### config.mk
export PLATFORM = sky130hd
export DESIGN_NAME = sha256_stream_core
export DESIGN_NICKNAME = d
export VERILOG_FILES = /design/src/rtl/sha256_stream_core.sv
export SDC_FILE = /design/constraint.sdc
export NUM_CORES = 2
export LEC_CHECK = 0
export ABC_AREA = 1
export BUFFER_PORTS_ARGS = -buffer_cell sky130_fd_sc_hd__buf_2
export CAP_MARGIN = 20
export CORE_ASPECT_RATIO = 1.1
export CORE_MARGIN = 10
export CORE_UTILIZATION = 42
export DETAILED_ROUTE_END_ITERATION = 12
export PLACE_DENSITY_LB_ADDON = 0.05
export SLEW_MARGIN = 10
export SYNTH_ARGS = -nofsm -noshare
export SYNTH_HDL_FRONTEND = slang
export SYNTH_SLANG_ARGS = --single-unit
export TNS_END_PERCENT = 1
### constraint.sdc
create_clock -name i_clk -period 8.5 [get_ports i_clk]
set_input_delay 2.125 -clock i_clk [delete_from_list [all_inputs] [get_ports i_clk]]
set_output_delay 2.125 -clock i_clk [all_outputs]
set_load 0.01 [all_outputs]
### src/rtl/sha256_stream_core.sv
// -----------------------------------------------------------------------------
// sha256_stream_core
//
// Multi-block SHA-256 engine. Accepts pre-padded 512-bit blocks over a
// valid/ready handshake and chains the intermediate hash internally, starting
// from the standard IV. The final digest is presented over a held valid/ready
// handshake. ROUNDS_PER_CYCLE compression rounds are unrolled per clock, so a
// block takes N = 64/ROUNDS_PER_CYCLE compress cycles plus one FINAL cycle.
//
// Parameters
//   ROUNDS_PER_CYCLE : rounds per clock, legal values 1, 2, 4, 8, 16
//
// Ports
//   i_clk            : clock, all state on rising edge
//   i_rst_n          : asynchronous active-low reset
//   i_blk_valid      : block presented
//   o_blk_ready      : block accepted on edge with valid && ready (IDLE only)
//   i_blk_data[511:0]: padded block, [511:480] = W0, big-endian words
//   i_blk_first      : first block of a message, chain forced to IV
//   i_blk_last       : last block of a message, digest produced after it
//   o_digest_valid   : digest held stable while high
//   i_digest_ready   : digest consumed on edge with valid && ready
//   o_digest[255:0]  : H0..H7, [255:224] = H0
//   o_busy           : high in COMPRESS, FINAL or DONE
// -----------------------------------------------------------------------------
module sha256_stream_core #(
    parameter int ROUNDS_PER_CYCLE = 1
) (
    input  logic         i_clk,
    input  logic         i_rst_n,
    input  logic         i_blk_valid,
    output logic         o_blk_ready,
    input  logic [511:0] i_blk_data,
    input  logic         i_blk_first,
    input  logic         i_blk_last,
    output logic         o_digest_valid,
    input  logic         i_digest_ready,
    output logic [255:0] o_digest,
    output logic         o_busy
);

    localparam int R     = ROUNDS_PER_CYCLE;
    localparam int N     = 64 / R;
    localparam int LOG2R = $clog2(R);
    localparam logic [5:0] LAST_CNT = 6'(N - 1);

    localparam logic [31:0] IV [0:7] = '{
        32'h6a09e667, 32'hbb67ae85, 32'h3c6ef372, 32'ha54ff53a,
        32'h510e527f, 32'h9b05688c, 32'h1f83d9ab, 32'h5be0cd19
    };

    localparam logic [31:0] K [0:63] = '{
        32'h428a2f98, 32'h71374491, 32'hb5c0fbcf, 32'he9b5dba5,
        32'h3956c25b, 32'h59f111f1, 32'h923f82a4, 32'hab1c5ed5,
        32'hd807aa98, 32'h12835b01, 32'h243185be, 32'h550c7dc3,
        32'h72be5d74, 32'h80deb1fe, 32'h9bdc06a7, 32'hc19bf174,
        32'he49b69c1, 32'hefbe4786, 32'h0fc19dc6, 32'h240ca1cc,
        32'h2de92c6f, 32'h4a7484aa, 32'h5cb0a9dc, 32'h76f988da,
        32'h983e5152, 32'ha831c66d, 32'hb00327c8, 32'hbf597fc7,
        32'hc6e00bf3, 32'hd5a79147, 32'h06ca6351, 32'h14292967,
        32'h27b70a85, 32'h2e1b2138, 32'h4d2c6dfc, 32'h53380d13,
        32'h650a7354, 32'h766a0abb, 32'h81c2c92e, 32'h92722c85,
        32'ha2bfe8a1, 32'ha81a664b, 32'hc24b8b70, 32'hc76c51a3,
        32'hd192e819, 32'hd6990624, 32'hf40e3585, 32'h106aa070,
        32'h19a4c116, 32'h1e376c08, 32'h2748774c, 32'h34b0bcb5,
        32'h391c0cb3, 32'h4ed8aa4a, 32'h5b9cca4f, 32'h682e6ff3,
        32'h748f82ee, 32'h78a5636f, 32'h84c87814, 32'h8cc70208,
        32'h90befffa, 32'ha4506ceb, 32'hbef9a3f7, 32'hc67178f2
    };

    typedef enum logic [1:0] {
        S_IDLE     = 2'd0,
        S_COMPRESS = 2'd1,
        S_FINAL    = 2'd2,
        S_DONE     = 2'd3
    } state_t;

    // -------------------------------------------------------------------------
    // SHA-256 logical functions
    // -------------------------------------------------------------------------
    function automatic logic [31:0] big_sigma0(input logic [31:0] x);
        return {x[1:0], x[31:2]} ^ {x[12:0], x[31:13]} ^ {x[21:0], x[31:22]};
    endfunction

    function automatic logic [31:0] big_sigma1(input logic [31:0] x);
        return {x[5:0], x[31:6]} ^ {x[10:0], x[31:11]} ^ {x[24:0], x[31:25]};
    endfunction

    function automatic logic [31:0] small_sigma0(input logic [31:0] x);
        return {x[6:0], x[31:7]} ^ {x[17:0], x[31:18]} ^ {3'b000, x[31:3]};
    endfunction

    function automatic logic [31:0] small_sigma1(input logic [31:0] x);
        return {x[16:0], x[31:17]} ^ {x[18:0], x[31:19]} ^ {10'd0, x[31:10]};
    endfunction

    // -------------------------------------------------------------------------
    // State
    // -------------------------------------------------------------------------
    state_t       r_state;
    logic [5:0]   r_cnt;
    logic         r_last;
    logic         r_blk_ready;
    logic         r_digest_valid;
    logic         r_busy;
    logic [255:0] r_digest;
    logic [31:0]  r_h  [0:7];   // chaining value H0..H7
    logic [31:0]  r_st [0:7];   // working variables a..h
    logic [31:0]  r_w  [0:15];  // schedule window, r_w[0] = W(t)

    // -------------------------------------------------------------------------
    // Block unpacking and final addition
    // -------------------------------------------------------------------------
    logic [31:0]  w_blk_word [0:15];
    logic [31:0]  w_h_sum    [0:7];
    logic [255:0] w_h_sum_packed;

    generate
        for (genvar gi = 0; gi < 16; gi++) begin : g_unpack
            assign w_blk_word[gi] = i_blk_data[511 - 32*gi -: 32];
        end
        for (genvar gi = 0; gi < 8; gi++) begin : g_final
            assign w_h_sum[gi] = r_h[gi] + r_st[gi];
            assign w_h_sum_packed[255 - 32*gi -: 32] = w_h_sum[gi];
        end
    endgenerate

    // -------------------------------------------------------------------------
    // R chained rounds per cycle. The schedule window slides by one word per
    // round: W(t) is consumed from the head and W(t+16) is appended at the
    // tail. Words produced during the last 16 rounds are never used, which is
    // harmless and keeps the datapath uniform.
    // -------------------------------------------------------------------------
    logic [5:0]  w_base;
    logic [31:0] w_rnd_st [0:7];
    logic [31:0] w_rnd_w  [0:15];
    logic [31:0] w_t1;
    logic [31:0] w_t2;
    logic [31:0] w_new;

    always_comb begin
        w_base = r_cnt << LOG2R;
        w_t1   = '0;
        w_t2   = '0;
        w_new  = '0;
        for (int j = 0; j < 8; j++) begin
            w_rnd_st[j] = r_st[j];
        end
        for (int j = 0; j < 16; j++) begin
            w_rnd_w[j] = r_w[j];
        end
        for (int i = 0; i < R; i++) begin
            w_t1 = w_rnd_st[7] + big_sigma1(w_rnd_st[4])
                 + ((w_rnd_st[4] & w_rnd_st[5]) ^ (~w_rnd_st[4] & w_rnd_st[6]))
                 + K[w_base + 6'(i)] + w_rnd_w[0];
            w_t2 = big_sigma0(w_rnd_st[0])
                 + ((w_rnd_st[0] & w_rnd_st[1]) ^ (w_rnd_st[0] & w_rnd_st[2])
                    ^ (w_rnd_st[1] & w_rnd_st[2]));
            w_new = small_sigma1(w_rnd_w[14]) + w_rnd_w[9]
                  + small_sigma0(w_rnd_w[1]) + w_rnd_w[0];

            w_rnd_st[7] = w_rnd_st[6];
            w_rnd_st[6] = w_rnd_st[5];
            w_rnd_st[5] = w_rnd_st[4];
            w_rnd_st[4] = w_rnd_st[3] + w_t1;
            w_rnd_st[3] = w_rnd_st[2];
            w_rnd_st[2] = w_rnd_st[1];
            w_rnd_st[1] = w_rnd_st[0];
            w_rnd_st[0] = w_t1 + w_t2;

            for (int j = 0; j < 15; j++) begin
                w_rnd_w[j] = w_rnd_w[j + 1];
            end
            w_rnd_w[15] = w_new;
        end
    end

    // -------------------------------------------------------------------------
    // Control FSM with registered handshake outputs. r_blk_ready resets low
    // and rises on the first edge after reset release.
    // -------------------------------------------------------------------------
    always_ff @(posedge i_clk or negedge i_rst_n) begin
        if (!i_rst_n) begin
            r_state        <= S_IDLE;
            r_cnt          <= '0;
            r_last         <= 1'b0;
            r_blk_ready    <= 1'b0;
            r_digest_valid <= 1'b0;
            r_busy         <= 1'b0;
            r_digest       <= '0;
            for (int j = 0; j < 8; j++) begin
                r_h[j]  <= IV[j];
                r_st[j] <= '0;
            end
            for (int j = 0; j < 16; j++) begin
                r_w[j] <= '0;
            end
        end else begin
            case (r_state)
                S_IDLE: begin
                    r_blk_ready <= 1'b1;
                    if (i_blk_valid && r_blk_ready) begin
                        for (int j = 0; j < 16; j++) begin
                            r_w[j] <= w_blk_word[j];
                        end
                        // blk_first abandons any chain in progress
                        for (int j = 0; j < 8; j++) begin
                            if (i_blk_first) begin
                                r_h[j]  <= IV[j];
                                r_st[j] <= IV[j];
                            end else begin
                                r_st[j] <= r_h[j];
                            end
                        end
                        r_last      <= i_blk_last;
                        r_cnt       <= '0;
                        r_blk_ready <= 1'b0;
                        r_busy      <= 1'b1;
                        r_state     <= S_COMPRESS;
                    end
                end

                S_COMPRESS: begin
                    for (int j = 0; j < 8; j++) begin
                        r_st[j] <= w_rnd_st[j];
                    end
                    for (int j = 0; j < 16; j++) begin
                        r_w[j] <= w_rnd_w[j];
                    end
                    if (r_cnt == LAST_CNT) begin
                        r_cnt   <= '0;
                        r_state <= S_FINAL;
                    end else begin
                        r_cnt <= r_cnt + 6'd1;
                    end
                end

                S_FINAL: begin
                    for (int j = 0; j < 8; j++) begin
                        r_h[j] <= w_h_sum[j];
                    end
                    if (r_last) begin
                        r_digest       <= w_h_sum_packed;
                        r_digest_valid <= 1'b1;
                        r_state        <= S_DONE;
                    end else begin
                        r_blk_ready <= 1'b1;
                        r_busy      <= 1'b0;
                        r_state     <= S_IDLE;
                    end
                end

                S_DONE: begin
                    if (i_digest_ready) begin
                        // next message starts from IV even without blk_first
                        for (int j = 0; j < 8; j++) begin
                            r_h[j] <= IV[j];
                        end
                        r_digest_valid <= 1'b0;
                        r_blk_ready    <= 1'b1;
                        r_busy         <= 1'b0;
                        r_state        <= S_IDLE;
                    end
                end

                default: begin
                    r_state <= S_IDLE;
                end
            endcase
        end
    end

    assign o_blk_ready    = r_blk_ready;
    assign o_digest_valid = r_digest_valid;
    assign o_digest       = r_digest;
    assign o_busy         = r_busy;

endmodule

==> key figures <==
Yosys
  – Main flop type after synthesis: dfrtp_1
  – Yosys top cell area share: 0.321
  – Post-synthesis adder-cell area fraction: 0.0987
  – Mux contribution to synthesized area: 0
  – Cells after Synth: 12038
  – Largest family of logic cells by synthesized area: compound AO/OA/AOI/OAI gates
  – FFs w/ async S/R, synth: 1.00
  – Post-Synth Simple-Gate Area: 0.192
  – Yosys Warn Count: 0
  – Cell area after synthesis: 90200 um^2
  – Net count after synthesis: 13150
  – Number of library cell types mapped by synthesis: 62
  – Post-synthesis area per instance: 7.49 um^2
  – Yosys reg bits: 1292
  – Post-synth EDFFs: 0
  – Synth area leader: dfrtp_1
  – Top cells by area, synth: dfrtp_1 32%, nand2_1 12%, inv_1 7.2%, o21ai_0 5.7%, ha_1 5.5%
  – Synth cell count leaders: 2849 x nand2_1, 1718 x inv_1, 1156 x dfrtp_1
  – Synth Area in Compound Gates: 0.206
  – Sequential fraction of the synthesis area: 0.360
  – Xor/xnor share of the synthesized area: 0.0427
  – Count leader, synth: nand2_1

Flow run
  – Max Cap Viol: 0

STA
  – Min Tclk post-route: 7.60 ns
  – Max Fclk: 0.132 GHz
  – Fin Hold WS: 0.473 ns
  – Final hold viol count: 0
  – Fin crit share: 0.894
  – Final-report max-slew violation count: 0
  – Unrepaired setup endpoints after global routing: false
  – Final setup violation count: 0
  – Setup TNS: 0 ns
  – Setup Skew: 0.0443 ns
  – Worst-Margin Slew: 1.19 ns
  – Rel. slew slack: 0.200

Setup path
  – R2R cell count: 41
  – Maximum fanout along the worst path: 10
  – Worst path slowest cell: dfrtp_1
  – CP peak stage delay: 0.57 ns
  – R2r endpoint: r_st[244]
  – CP most frequent cell: inv_1
  – CP startpoint: r_cnt[0]
  – Crit path launch type: flip-flop
  – Worst setup endpoint: r_st[244]
  – R2R Setup Slk: 0.90 ns
  – R2r startpoint: r_cnt[0]
  – Crit Path Class: flip-flop to flip-flop
  – CP arrival: 8.37 ns
  – CP endpoint kind: flip-flop
  – Worst endpoint required time: 9.27 ns

Route
  – Vias post-DR: 89024
  – First-pass DRT Iterations: 6
  – WL/cell: 26.8 um
  – DR iter-0 viols: 9119
  – Antenna Nets Post-Route: 0
  – DRC: 0
  – Vias per cell: 5.71
  – Drt total wl: 418000 um

GRT
  – Initial antenna violation count: 82
  – Vias in the first global route: 85522
  – GR Util All Layers: 0.345
  – Largest net degree at the start of global routing: 241
  – GRT overflow: 0
  – First-pass GRT wire length: 599000 um

Clock tree
  – Root buf cell: clkbuf_16
  – CTS sink cnt: 1292
  – TritonCTS Buffers: 153
  – CTS Hold Bufs: 0
  – CTS resizes: 0
  – CTS tree: done
  – Post-CTS Setup Inserts: 0
  – Longest Clk Path Bufs: 3
  – H-tree depth: 4
  – Clk_lat worst skew: 0.87 ns
  – Clock transition at the registers of the reported paths: 0.06 ns

Floorplan
  – Full die area: 234000 um^2
  – Die Ht: 506 um
  – Row count: 178
  – Total I/O pin count: 777
  – Chip width: 462 um
  – CORE AREA: 214000 um^2
  – Initial core utilization: 0.422

Place
  – DP Cell Count: 15245
  – RePlAce Congestion: 0.990
  – DPL Wire Length: 328000 um
  – I/O Buffers: 776

Final layout
  – Layout cells sized above 1: 0.122
  – Fin nets: 13722
  – Layout area overhead: 14.0%
  – FILL cells: 21624
  – Layout Cells excl Fill: 15592

Hold path
  – HP Class: flip-flop to flip-flop

Outcome
  – Status: completed
## worst min-delay path by stage
stage                         from             end  slack (ns)  cells after the start
finish              o_digest_valid  o_digest_valid        0.47                      2
floorplan                   r_last          r_last        0.44                      2
global route          o_digest[98]    o_digest[98]        0.49                      2
detailed placement   o_digest[193]   o_digest[193]        0.46                      2
CTS                       r_h[141]        r_h[141]        0.48                      2
global placement    o_digest_valid  o_digest_valid        0.46                      2
## logic make-up after synthesis
family	count (synthesis)
and+or+nand+nor	4284
adders and majority gates	594
buffers and inverters	2358
xor gates and xnor gates	440
DFF	1292
AOI/OAI and AO/OA	3070
## placed cells by master, fill, tap and decap left out, types with 136 or more instances in the layout
cell,netlist,final
o21ai_1,158,159
dfrtp_1,1156,1153
nor2_1,691,689
nand2_1,2849,2848
dfstp_2,136,136
a21oi_1,619,619
buf_2,163,774
a31oi_1,141,141
clkbuf_16,0,155
nand3_1,439,439
o211ai_1,609,609
inv_1,1718,1716
xnor2_1,177,177
o21ai_0,1025,1024
buf_4,1,242
fa_1,195,195
xor2_1,263,263
ha_1,399,399
## layout make-up
| cell class | count | area (um^2) | area share |
|---|---|---|---|
| clock inverters | 58 | 728 | 0.00708 |
| flip-flops and latches | 1292 | 32500 | 0.316 |
| well taps | 2790 | 3490 | 0.0340 |
| clock buffers | 228 | 4450 | 0.0433 |
| multi-input cells | 8388 | 48600 | 0.473 |
| diodes | 61 | 153 | 0.00148 |
| repair buffers | 1048 | 6310 | 0.0614 |
| inverters | 1727 | 6510 | 0.0634 |
## critical path, delay by kind of cell (launching register included)
kind / cells / cell delay (ns)
compound gates: 6 / 1.31
xor+xnor: 1 / 0.20
fa+ha+maj: 6 / 2.44
buf+inv: 12 / 1.20
flops: 1 / 0.57
simple gates: 16 / 1.80
## stage by stage
step	setup WS [ns]	instance area [um^2]	util
2_1_floorplan	2.08	90200	-
3_3_place_gp	1.11	97400	0.456
3_5_place_dp	1.14	97500	0.456
4_1_cts	1.08	103000	0.480
5_1_grt	0.396	103000	0.481
6_report	0.900	103000	0.481
## layer usage
layer,share of wire,GRT usage,up-vias
li1,-,-,40952
met1,0.42,0.455,43699
met2,0.45,0.545,3584
met3,0.073,0.0610,763
met4,0.057,0.170,26
met5,0.00036,0,-
## sequential cells by signal (all words and copies together), names as in the netlist
| register | flops |
|---|---|
| r_state | 2 |
| r_cnt | 6 |
| r_last | 1 |
| r_w | 512 |
| r_h | 256 |
| o_digest | 256 |
| r_st | 256 |
| o_digest_valid | 1 |
| o_blk_ready | 1 |
| o_busy | 1 |
Power is not shown: default switching activity piles up to over one toggle a cycle in this logic, so the estimate is an artifact.
